--- src/rtl/seq_pattern_gen_pkg.sv ---
// Shared types and constants for the a..e temporal pattern generator.
package seq_pattern_pkg;

    // Pattern selected at launch.
    typedef enum logic [1:0] {
        MODE_CONSEC    = 2'd0,
        MODE_GOTO      = 2'd1,
        MODE_INTERSECT = 2'd2,
        MODE_UNTIL     = 2'd3
    } mode_e;

    // Sequencer phases; the encoding is what the debug state output shows.
    typedef enum logic [2:0] {
        IDLE = 3'd0,
        LEAD = 3'd1,
        BODY = 3'd2,
        GAP  = 3'd3,
        TAIL = 3'd4,
        FIN  = 3'd5
    } state_e;

    // Fixed length of the INTERSECT pattern in cycles.
    localparam int INTERSECT_LEN = 4;

endpackage

--- src/rtl/seq_pattern_gen_if.sv ---
// Command/response bundle between a pattern requester and the generator.
//
// Handshake: start is a single-cycle request that the generator samples only
// while idle (busy=0 and done=0); mode, rep_cnt and gap are captured on the
// same edge. busy is high for every pattern cycle, done pulses for one cycle
// after the last pattern cycle, and a request is accepted again from the
// cycle after done. dbg_state mirrors the sequencer state register.
interface seq_pattern_gen_if #(
    parameter int CNT_W = 4,
    parameter int GAP_W = 3
);
    logic             start;
    logic [1:0]       mode;
    logic [CNT_W-1:0] rep_cnt;
    logic [GAP_W-1:0] gap;
    logic             busy;
    logic             done;
    logic             a;
    logic             b;
    logic             c;
    logic             d;
    logic             e;
    logic [2:0]       dbg_state;

    // Requester side.
    modport master (
        output start, mode, rep_cnt, gap,
        input  busy, done, a, b, c, d, e, dbg_state
    );

    // Generator side.
    modport slave (
        input  start, mode, rep_cnt, gap,
        output busy, done, a, b, c, d, e, dbg_state
    );
endinterface

--- src/rtl/seq_pattern_gen_cnt.sv ---
// Loadable down-counter that saturates at zero instead of wrapping.
module seq_pattern_cnt #(
    parameter int W = 4
) (
    input  logic         clk,
    input  logic         reset,
    input  logic         load_i,
    input  logic [W-1:0] load_val_i,
    input  logic         dec_i,
    output logic [W-1:0] cnt_o,
    output logic         zero_o
);

    logic [W-1:0] cnt_q;

    // Load wins over decrement; decrement stops at zero.
    always_ff @(posedge clk or posedge reset) begin
        if (reset) begin
            cnt_q <= '0;
        end else if (load_i) begin
            cnt_q <= load_val_i;
        end else if (dec_i && (cnt_q != '0)) begin
            cnt_q <= cnt_q - W'(1);
        end
    end

    assign cnt_o  = cnt_q;
    assign zero_o = (cnt_q == '0);

endmodule

--- src/rtl/seq_pattern_gen.sv ---
// Temporal pattern generator for the a..e control lines: consecutive
// repetition, goto repetition, intersect and until. Every output is a flop
// whose next value is computed together with the next state.
module seq_pattern_gen
    import seq_pattern_pkg::*;
#(
    parameter int CNT_W = 4,
    parameter int GAP_W = 3
) (
    input  logic                clk,
    input  logic                reset,
    seq_pattern_gen_if.slave    bus
);

    localparam logic [2:0] ST_IDLE = IDLE;
    localparam logic [2:0] ST_LEAD = LEAD;
    localparam logic [2:0] ST_BODY = BODY;
    localparam logic [2:0] ST_GAP  = GAP;
    localparam logic [2:0] ST_TAIL = TAIL;
    localparam logic [2:0] ST_FIN  = FIN;

    logic [2:0]       state_q, state_d;
    mode_e            mode_q, mode_d;
    logic [GAP_W-1:0] gap_q, gap_d;
    logic             busy_q, busy_d;
    logic             done_q, done_d;
    logic             a_q, a_d;
    logic             b_q, b_d;
    logic             c_q, c_d;
    logic             d_q, d_d;
    logic             e_q, e_d;

    logic             rep_load, rep_dec, rep_zero;
    logic [CNT_W-1:0] rep_val, rep_cnt;
    logic             gap_load, gap_dec, gap_zero;
    logic [GAP_W-1:0] gap_val, gap_cnt;
    logic [CNT_W-1:0] eff_n;
    mode_e            req_mode;

    assign req_mode = mode_e'(bus.mode);
    // A requested count of zero behaves like one.
    assign eff_n    = (bus.rep_cnt == '0) ? CNT_W'(1) : bus.rep_cnt;

    // Repetition counter: b repeats (CONSEC/GOTO), a cycles (UNTIL) or
    // intersect body cycles.
    seq_pattern_cnt #(.W(CNT_W)) u_rep_cnt (
        .clk        (clk),
        .reset      (reset),
        .load_i     (rep_load),
        .load_val_i (rep_val),
        .dec_i      (rep_dec),
        .cnt_o      (rep_cnt),
        .zero_o     (rep_zero)
    );

    // Gap counter: rests at the captured gap between GOTO gaps, counts down
    // through a gap and is reloaded when the gap ends.
    seq_pattern_cnt #(.W(GAP_W)) u_gap_cnt (
        .clk        (clk),
        .reset      (reset),
        .load_i     (gap_load),
        .load_val_i (gap_val),
        .dec_i      (gap_dec),
        .cnt_o      (gap_cnt),
        .zero_o     (gap_zero)
    );

    // Next state, counter controls and next values of every output.
    always_comb begin
        state_d  = state_q;
        mode_d   = mode_q;
        gap_d    = gap_q;
        done_d   = 1'b0;
        a_d      = 1'b0;
        b_d      = 1'b0;
        c_d      = 1'b0;
        d_d      = 1'b0;
        e_d      = 1'b0;
        rep_load = 1'b0;
        rep_val  = eff_n;
        rep_dec  = 1'b0;
        gap_load = 1'b0;
        gap_val  = gap_q;
        gap_dec  = 1'b0;

        case (state_q)
            ST_IDLE: begin
                if (bus.start) begin
                    state_d  = ST_LEAD;
                    mode_d   = req_mode;
                    gap_d    = bus.gap;
                    rep_load = 1'b1;
                    rep_val  = (req_mode == MODE_INTERSECT)
                               ? CNT_W'(INTERSECT_LEN - 2) : eff_n;
                    gap_load = 1'b1;
                    gap_val  = bus.gap;
                    a_d      = 1'b1;
                    c_d      = (req_mode == MODE_INTERSECT);
                end
            end

            ST_LEAD: begin
                state_d = ST_BODY;
                case (mode_q)
                    MODE_CONSEC,
                    MODE_GOTO:      b_d = 1'b1;
                    MODE_INTERSECT: d_d = 1'b1;
                    MODE_UNTIL: begin
                        // Counter now tracks a cycles still owed after t0.
                        rep_dec = 1'b1;
                        if (rep_cnt == CNT_W'(1)) b_d = 1'b1;
                        else                      a_d = 1'b1;
                    end
                    default: state_d = ST_IDLE;
                endcase
            end

            ST_BODY: begin
                case (mode_q)
                    MODE_CONSEC: begin
                        if (rep_cnt == CNT_W'(1)) begin
                            state_d = ST_FIN;
                            done_d  = 1'b1;
                        end else begin
                            rep_dec = 1'b1;
                            b_d     = 1'b1;
                        end
                    end
                    MODE_GOTO: begin
                        if (rep_cnt == CNT_W'(1)) begin
                            state_d = ST_TAIL;
                            c_d     = 1'b1;
                        end else begin
                            rep_dec = 1'b1;
                            if (gap_zero) b_d     = 1'b1;
                            else          state_d = ST_GAP;
                        end
                    end
                    MODE_INTERSECT: begin
                        if (rep_cnt == CNT_W'(1)) begin
                            state_d = ST_TAIL;
                            b_d     = 1'b1;
                            e_d     = 1'b1;
                        end else begin
                            rep_dec = 1'b1;
                        end
                    end
                    MODE_UNTIL: begin
                        if (rep_zero) begin
                            state_d = ST_FIN;
                            done_d  = 1'b1;
                        end else begin
                            rep_dec = 1'b1;
                            if (rep_cnt == CNT_W'(1)) b_d = 1'b1;
                            else                      a_d = 1'b1;
                        end
                    end
                    default: state_d = ST_IDLE;
                endcase
            end

            ST_GAP: begin
                if (gap_cnt <= GAP_W'(1)) begin
                    state_d  = ST_BODY;
                    b_d      = 1'b1;
                    gap_load = 1'b1;
                end else begin
                    gap_dec = 1'b1;
                end
            end

            ST_TAIL: begin
                state_d = ST_FIN;
                done_d  = 1'b1;
            end

            ST_FIN: begin
                state_d = ST_IDLE;
            end

            default: begin
                state_d = ST_IDLE;
            end
        endcase

        busy_d = (state_d == ST_LEAD) || (state_d == ST_BODY) ||
                 (state_d == ST_GAP)  || (state_d == ST_TAIL);
    end

    // State, captured launch parameters and registered outputs.
    always_ff @(posedge clk or posedge reset) begin
        if (reset) begin
            state_q <= ST_IDLE;
            mode_q  <= MODE_CONSEC;
            gap_q   <= '0;
            busy_q  <= 1'b0;
            done_q  <= 1'b0;
            a_q     <= 1'b0;
            b_q     <= 1'b0;
            c_q     <= 1'b0;
            d_q     <= 1'b0;
            e_q     <= 1'b0;
        end else begin
            state_q <= state_d;
            mode_q  <= mode_d;
            gap_q   <= gap_d;
            busy_q  <= busy_d;
            done_q  <= done_d;
            a_q     <= a_d;
            b_q     <= b_d;
            c_q     <= c_d;
            d_q     <= d_d;
            e_q     <= e_d;
        end
    end

    assign bus.busy      = busy_q;
    assign bus.done      = done_q;
    assign bus.a         = a_q;
    assign bus.b         = b_q;
    assign bus.c         = c_q;
    assign bus.d         = d_q;
    assign bus.e         = e_q;
    assign bus.dbg_state = state_q;

endmodule
--- src/flat_wrapper.sv ---
// flat-port wrapper written by rule: the top's interface ports become plain ports
module seq_pattern_gen_flat import seq_pattern_pkg::*;
#(
    parameter int CNT_W = 4,
    parameter int GAP_W = 3
)
  (clk, reset, bus_start, bus_mode, bus_rep_cnt, bus_gap, bus_busy, bus_done, bus_a, bus_b, bus_c, bus_d, bus_e, bus_dbg_state);
  seq_pattern_gen_if #(.CNT_W(CNT_W), .GAP_W(GAP_W)) bus_i ();
  input  logic clk;
  input  logic reset;
  input wire logic [$bits(bus_i.start)-1:0] bus_start;
  input wire logic [$bits(bus_i.mode)-1:0] bus_mode;
  input wire logic [$bits(bus_i.rep_cnt)-1:0] bus_rep_cnt;
  input wire logic [$bits(bus_i.gap)-1:0] bus_gap;
  output wire logic [$bits(bus_i.busy)-1:0] bus_busy;
  output wire logic [$bits(bus_i.done)-1:0] bus_done;
  output wire logic [$bits(bus_i.a)-1:0] bus_a;
  output wire logic [$bits(bus_i.b)-1:0] bus_b;
  output wire logic [$bits(bus_i.c)-1:0] bus_c;
  output wire logic [$bits(bus_i.d)-1:0] bus_d;
  output wire logic [$bits(bus_i.e)-1:0] bus_e;
  output wire logic [$bits(bus_i.dbg_state)-1:0] bus_dbg_state;
  assign bus_i.start = bus_start;
  assign bus_i.mode = bus_mode;
  assign bus_i.rep_cnt = bus_rep_cnt;
  assign bus_i.gap = bus_gap;
  assign bus_busy = bus_i.busy;
  assign bus_done = bus_i.done;
  assign bus_a = bus_i.a;
  assign bus_b = bus_i.b;
  assign bus_c = bus_i.c;
  assign bus_d = bus_i.d;
  assign bus_e = bus_i.e;
  assign bus_dbg_state = bus_i.dbg_state;
  seq_pattern_gen #(.CNT_W(CNT_W), .GAP_W(GAP_W)) u_core (.clk(clk), .reset(reset), .bus(bus_i));
endmodule
--- config.mk ---
export PLATFORM = sky130hd
export DESIGN_NAME = seq_pattern_gen_flat
export DESIGN_NICKNAME = d
export VERILOG_FILES = /design/src/rtl/seq_pattern_gen_pkg.sv /design/src/rtl/seq_pattern_gen_if.sv /design/src/rtl/seq_pattern_gen_cnt.sv /design/src/rtl/seq_pattern_gen.sv /design/src/flat_wrapper.sv
export SDC_FILE = /design/constraint.sdc
export NUM_CORES = 1
export LEC_CHECK = 0
export BUFFER_PORTS_ARGS = -buffer_cell sky130_fd_sc_hd__buf_2
export CORE_ASPECT_RATIO = 0.9
export CORE_MARGIN = 2
export CORE_UTILIZATION = 55
export CTS_CLUSTER_DIAMETER = 200
export DETAILED_ROUTE_END_ITERATION = 7
export PLACE_DENSITY_LB_ADDON = 0.1
export SYNTH_ARGS = -nofsm -noshare
export SYNTH_HDL_FRONTEND = slang
export SYNTH_SLANG_ARGS = --single-unit
--- constraint.sdc ---
create_clock -name clk -period 2.4 [get_ports clk]
set_clock_uncertainty 0.15 [all_clocks]
set_input_delay 0.12 -clock clk [delete_from_list [all_inputs] [get_ports clk]]
set_output_delay 0.12 -clock clk [all_outputs]
set_load 0.01 [all_outputs]
==> flow_metrics.py <==
metrics = {
    "status": {
        "status": "finished clean",
    },
    "cells_and_area": {
        "drive_above_1_share_pct": 20.4,
        "fin_nets": 189,
        "area_growth_pct": 19.2,
        "antenna_cells": 0,
    },
    "routing": {
        "num_vias": 1120,
        "drcViolationCount": 0,
        "drtAntennaViolNets": 0,
        "dr.pass1.iters": 4,
        "routedWlPerCell_um": 14.7,
        "totalWireLength_mm": 2.85,
        "detail_route.vias_per_cell": 5.77,
        "drt-initial-drc-count": 23,
    },
    "job": {
        "drv_cap": 0,
    },
    "power_and_ir_drop": {
        "power_density_mw_per_mm2": 1250,
        "p_int_mw": 1.09,
        "p_leak_nw": 0.719,
        "power_mw": 1.96,
        "combinationalPowerShare_pct": 56.3,
        "clock_power_share_pct": 8.8,
        "p_sw_uw": 873,
        "seqPwrFrac_pct": 34.9,
        "peakVddDrop_uv": 758,
        "sw_frac_of_total_pct": 44.4,
    },
    "worst_hold_path": {
        "worstHoldStart": "bus_start",
        "whs_path_depth": 4,
        "whs_endpoint": "u_core.bus.dbg_state[0]",
        "hold_class": "in -> reg",
    },
    "yosys": {
        "avgSynthCellArea_um2": 9.69,
        "yosysWarnings": 0,
        "synth_nets": 156,
        "synth.distinct_cells": 40,
        "synth_edf_count": 0,
        "synth_seq_area_share_pct": 41.8,
        "ys_ff_latch": 22,
        "synth_top_area_cell": "dfrtp_1",
        "syn_inst": 136,
        "ys_async_sr_fraction_pct": 100,
        "ys.flop_type": "dfrtp_1",
        "synth_area_mm2": 0.00132,
        "synth.area.top_cells": "dfrtp_1 42%, ha_1 7.6%, o21ai_1 3.4%, nand2_1 3.4%, inv_1 2.8%",
        "synth_top_area_share_pct": 41.8,
    },
    "clock_tree": {
        "cts_root_buf": "clkbuf_4",
        "h-tree-depth": 1,
        "clk_pin_slew_worst_paths_ns": 0.12,
        "numClockSinks": 22,
        "clk_latency_ns": 0.32,
        "post-cts-setup-buffer-count": 0,
        "post_cts_resized": 0,
        "cts_tree": "done",
        "cts_made_buffers": 3,
        "cts_buffer_depth": 2,
    },
    "sta": {
        "max_slew_margin_pct": 43.5,
        "finalHoldViolCount": 0,
        "fin_crit_ns": 2.09,
        "drv_slew": 0,
        "rsz0062_at_grt": "false",
        "finalSetupViolations": 0,
        "finalCritPeriodShare_pct": 87.2,
        "tightest_slew_ns": 0.846,
        "fmax_ghz": 0.478,
        "fin_setup_tns_ns": 0,
        "fin_ws_ns": 0.308,
    },
    "grt": {
        "grt_pass1_wl_mm": 4.89,
        "grt_start_max_net_pins": 23,
        "met2_usage_pct": 38.3,
        "antenna_found_initial": 0,
        "busiest_layer": "met2",
        "grt_use_met3_pct": 5.41,
        "grt_pass1_vias": 1051,
        "gr-total-overflow": 0,
        "grt_use_total_pct": 22.8,
        "met1_usage_pct": 28.9,
    },
    "setup_path": {
        "crit_slowest_cell": "dfrtp_1",
        "crit_path_end_kind": "register",
        "crit_type": "reg -> reg",
        "reg2reg_depth": 7,
        "timing.rr.start": "u_core.u_rep_cnt.cnt_o[0]",
        "arrival_ns": 2.19,
        "crit_fanout": 4,
        "worstPathRequired_ns": 2.50,
        "cp-start-kind": "register",
        "path_cells": "inv_1, ha_1, or3b_1, nor2b_1, nand2_1, mux2i_1, a2bb2oi_1",
        "rr_endpoint": "u_core.u_rep_cnt.cnt_o[1]",
        "reg2reg_slack_ns": 0.31,
        "slowest_delay_ns": 0.42,
    },
    "die": {
        "rows": 16,
        "core-area_mm2": 0.00222,
        "fp.dieH_um": 50.4,
        "floorplan.initialDensity_pct": 59.3,
        "dieWidth_um": 55.6,
        "fp.dieArea_mm2": 0.00280,
        "io_pins": 22,
    },
    "placement": {
        "place.gp.congestion": 0.906,
        "port_buffers": 21,
        "hpwl_mm": 1.93,
        "place_ws_ns": 0.354,
    },
}
[routing by layer]
metal / share of wire, % / routed length [um] / up-vias
met5: 0 / 0 / -
met2: 46 / 1320 / 29
met4: 1.9 / 53 / 0
met1: 48 / 1360 / 544
met3: 4.1 / 116 / 7
li1: - / - / 540
[cell type report]
class / instances / area [um^2]
multi-input combinational: 100 / 713
clock buffer: 3 / 22.5
tap: 27 / 33.8
sequential: 22 / 551
inverter: 10 / 37.5
fill: 161 / 652
timing repair buffer: 32 / 213
[sequential cells by signal, indices dropped and copies added, names as in the netlist]
name	flops
u_core.bus.busy	1
u_core.bus.d	1
u_core.bus.e	1
u_core.bus.b	1
u_core.bus.c	1
u_core.u_rep_cnt.cnt_o	4
u_core.gap_q	3
u_core.u_gap_cnt.cnt_o	3
u_core.bus.dbg_state	3
u_core.bus.done	1
u_core.mode_q	2
u_core.bus.a	1
[timing repair]
item	in CTS	in global routing
hold endpoints to repair	31	0
endpoints found under the setup margin	0	0
hold buffers	10	0
[cells in the mapped netlist, types with 2 or more instances]
master    number
inv_1         10
clkbuf_1       3
o21ai_1        9
xnor2_1        4
a31o_1         2
nor2_1         8
nand2_1       12
nand2b_1       5
nor3_1         3
mux2_2         3
o31a_1         2
o21ai_0        3
a21oi_1        6
xor2_1         2
o22ai_1        2
nand3b_1       2
a31oi_1        2
nand3_1        3
ha_1           8
nor2b_1        6
dfrtp_1       22
[worst max-delay path: cells and delay by family (launching register included)]
family	cells	cell delay (ns)
DFF	1	0.42
muxes	1	0.23
buffers and inverters	1	0.10
and+or+nand+nor	3	0.73
AOI/OAI and AO/OA	1	0.18
adders and majority gates	1	0.21
[per-stage QoR]
stage | std cells | utilization, % | hold slack (ns) | area (um^2)
after floorplan | 136 | - | -0.0408 | 1320
after global placement | 181 | 65.1 | 0.169 | 1450
after detailed placement | 181 | 65.1 | 0.196 | 1450
after CTS | 194 | 70.7 | 0.0928 | 1570
after global routing | 194 | 70.7 | 0.129 | 1570
final | 194 | 70.7 | 0.0955 | 1570
[layout by cell type, fill, tap and decap left out, types with 2 or more instances in the layout]
master and n:
nor2b_1 6, dfrtp_1 22, dlygate4sd3_1 10, xnor2_1 4
o21ai_0 3, o21ai_1 9, xor2_1 2, nand2_1 12
nor2_1 8, mux2_2 3, o31a_1 2, nor3_1 3
a31oi_1 2, nand3_1 3, ha_1 8, a31o_1 2
clkbuf_4 3, inv_1 10, a21oi_1 6, nand3b_1 2
buf_2 21, o22ai_1 2, nand2b_1 5
[worst max path at each step]
stage,from,endpoint,slack [ns],depth (start not counted)
3_3_place_gp,u_core.u_rep_cnt.cnt_o[0],u_core.u_rep_cnt.cnt_o[1],0.46,7
4_1_cts,u_core.u_rep_cnt.cnt_o[0],u_core.u_rep_cnt.cnt_o[1],0.32,7
3_5_place_dp,u_core.u_rep_cnt.cnt_o[0],u_core.u_rep_cnt.cnt_o[1],0.35,7
2_1_floorplan,u_core.u_rep_cnt.cnt_o[0],u_core.u_rep_cnt.cnt_o[1],0.53,7
6_report,u_core.u_rep_cnt.cnt_o[0],u_core.u_rep_cnt.cnt_o[1],0.31,7
5_1_grt,u_core.u_rep_cnt.cnt_o[0],u_core.u_rep_cnt.cnt_o[1],0.21,7
[cell families after synthesis]
family	share of synthesized area (%)
AND/OR/NAND/NOR	21.0
AO/OA/AOI/OAI	18.2
flip-flops	41.8
buffers and inverters	4.08
adder cells (fa/ha/maj)	7.60
XOR/XNOR	3.99
multiplexers	3.32
[power groups by stage]
| stage | combinational, mW | clock (mW) | sequential, mW |
|---|---|---|---|
| floorplan | 0.869 | 0 | 0.657 |
| global placement | 1.05 | 0 | 0.684 |
| detailed placement | 1.08 | 0 | 0.691 |
| CTS | 1.10 | 0.178 | 0.681 |
| global route | 1.24 | 0.192 | 0.705 |
| finish | 1.11 | 0.173 | 0.685 |
(Power assumes the default switching activity.)
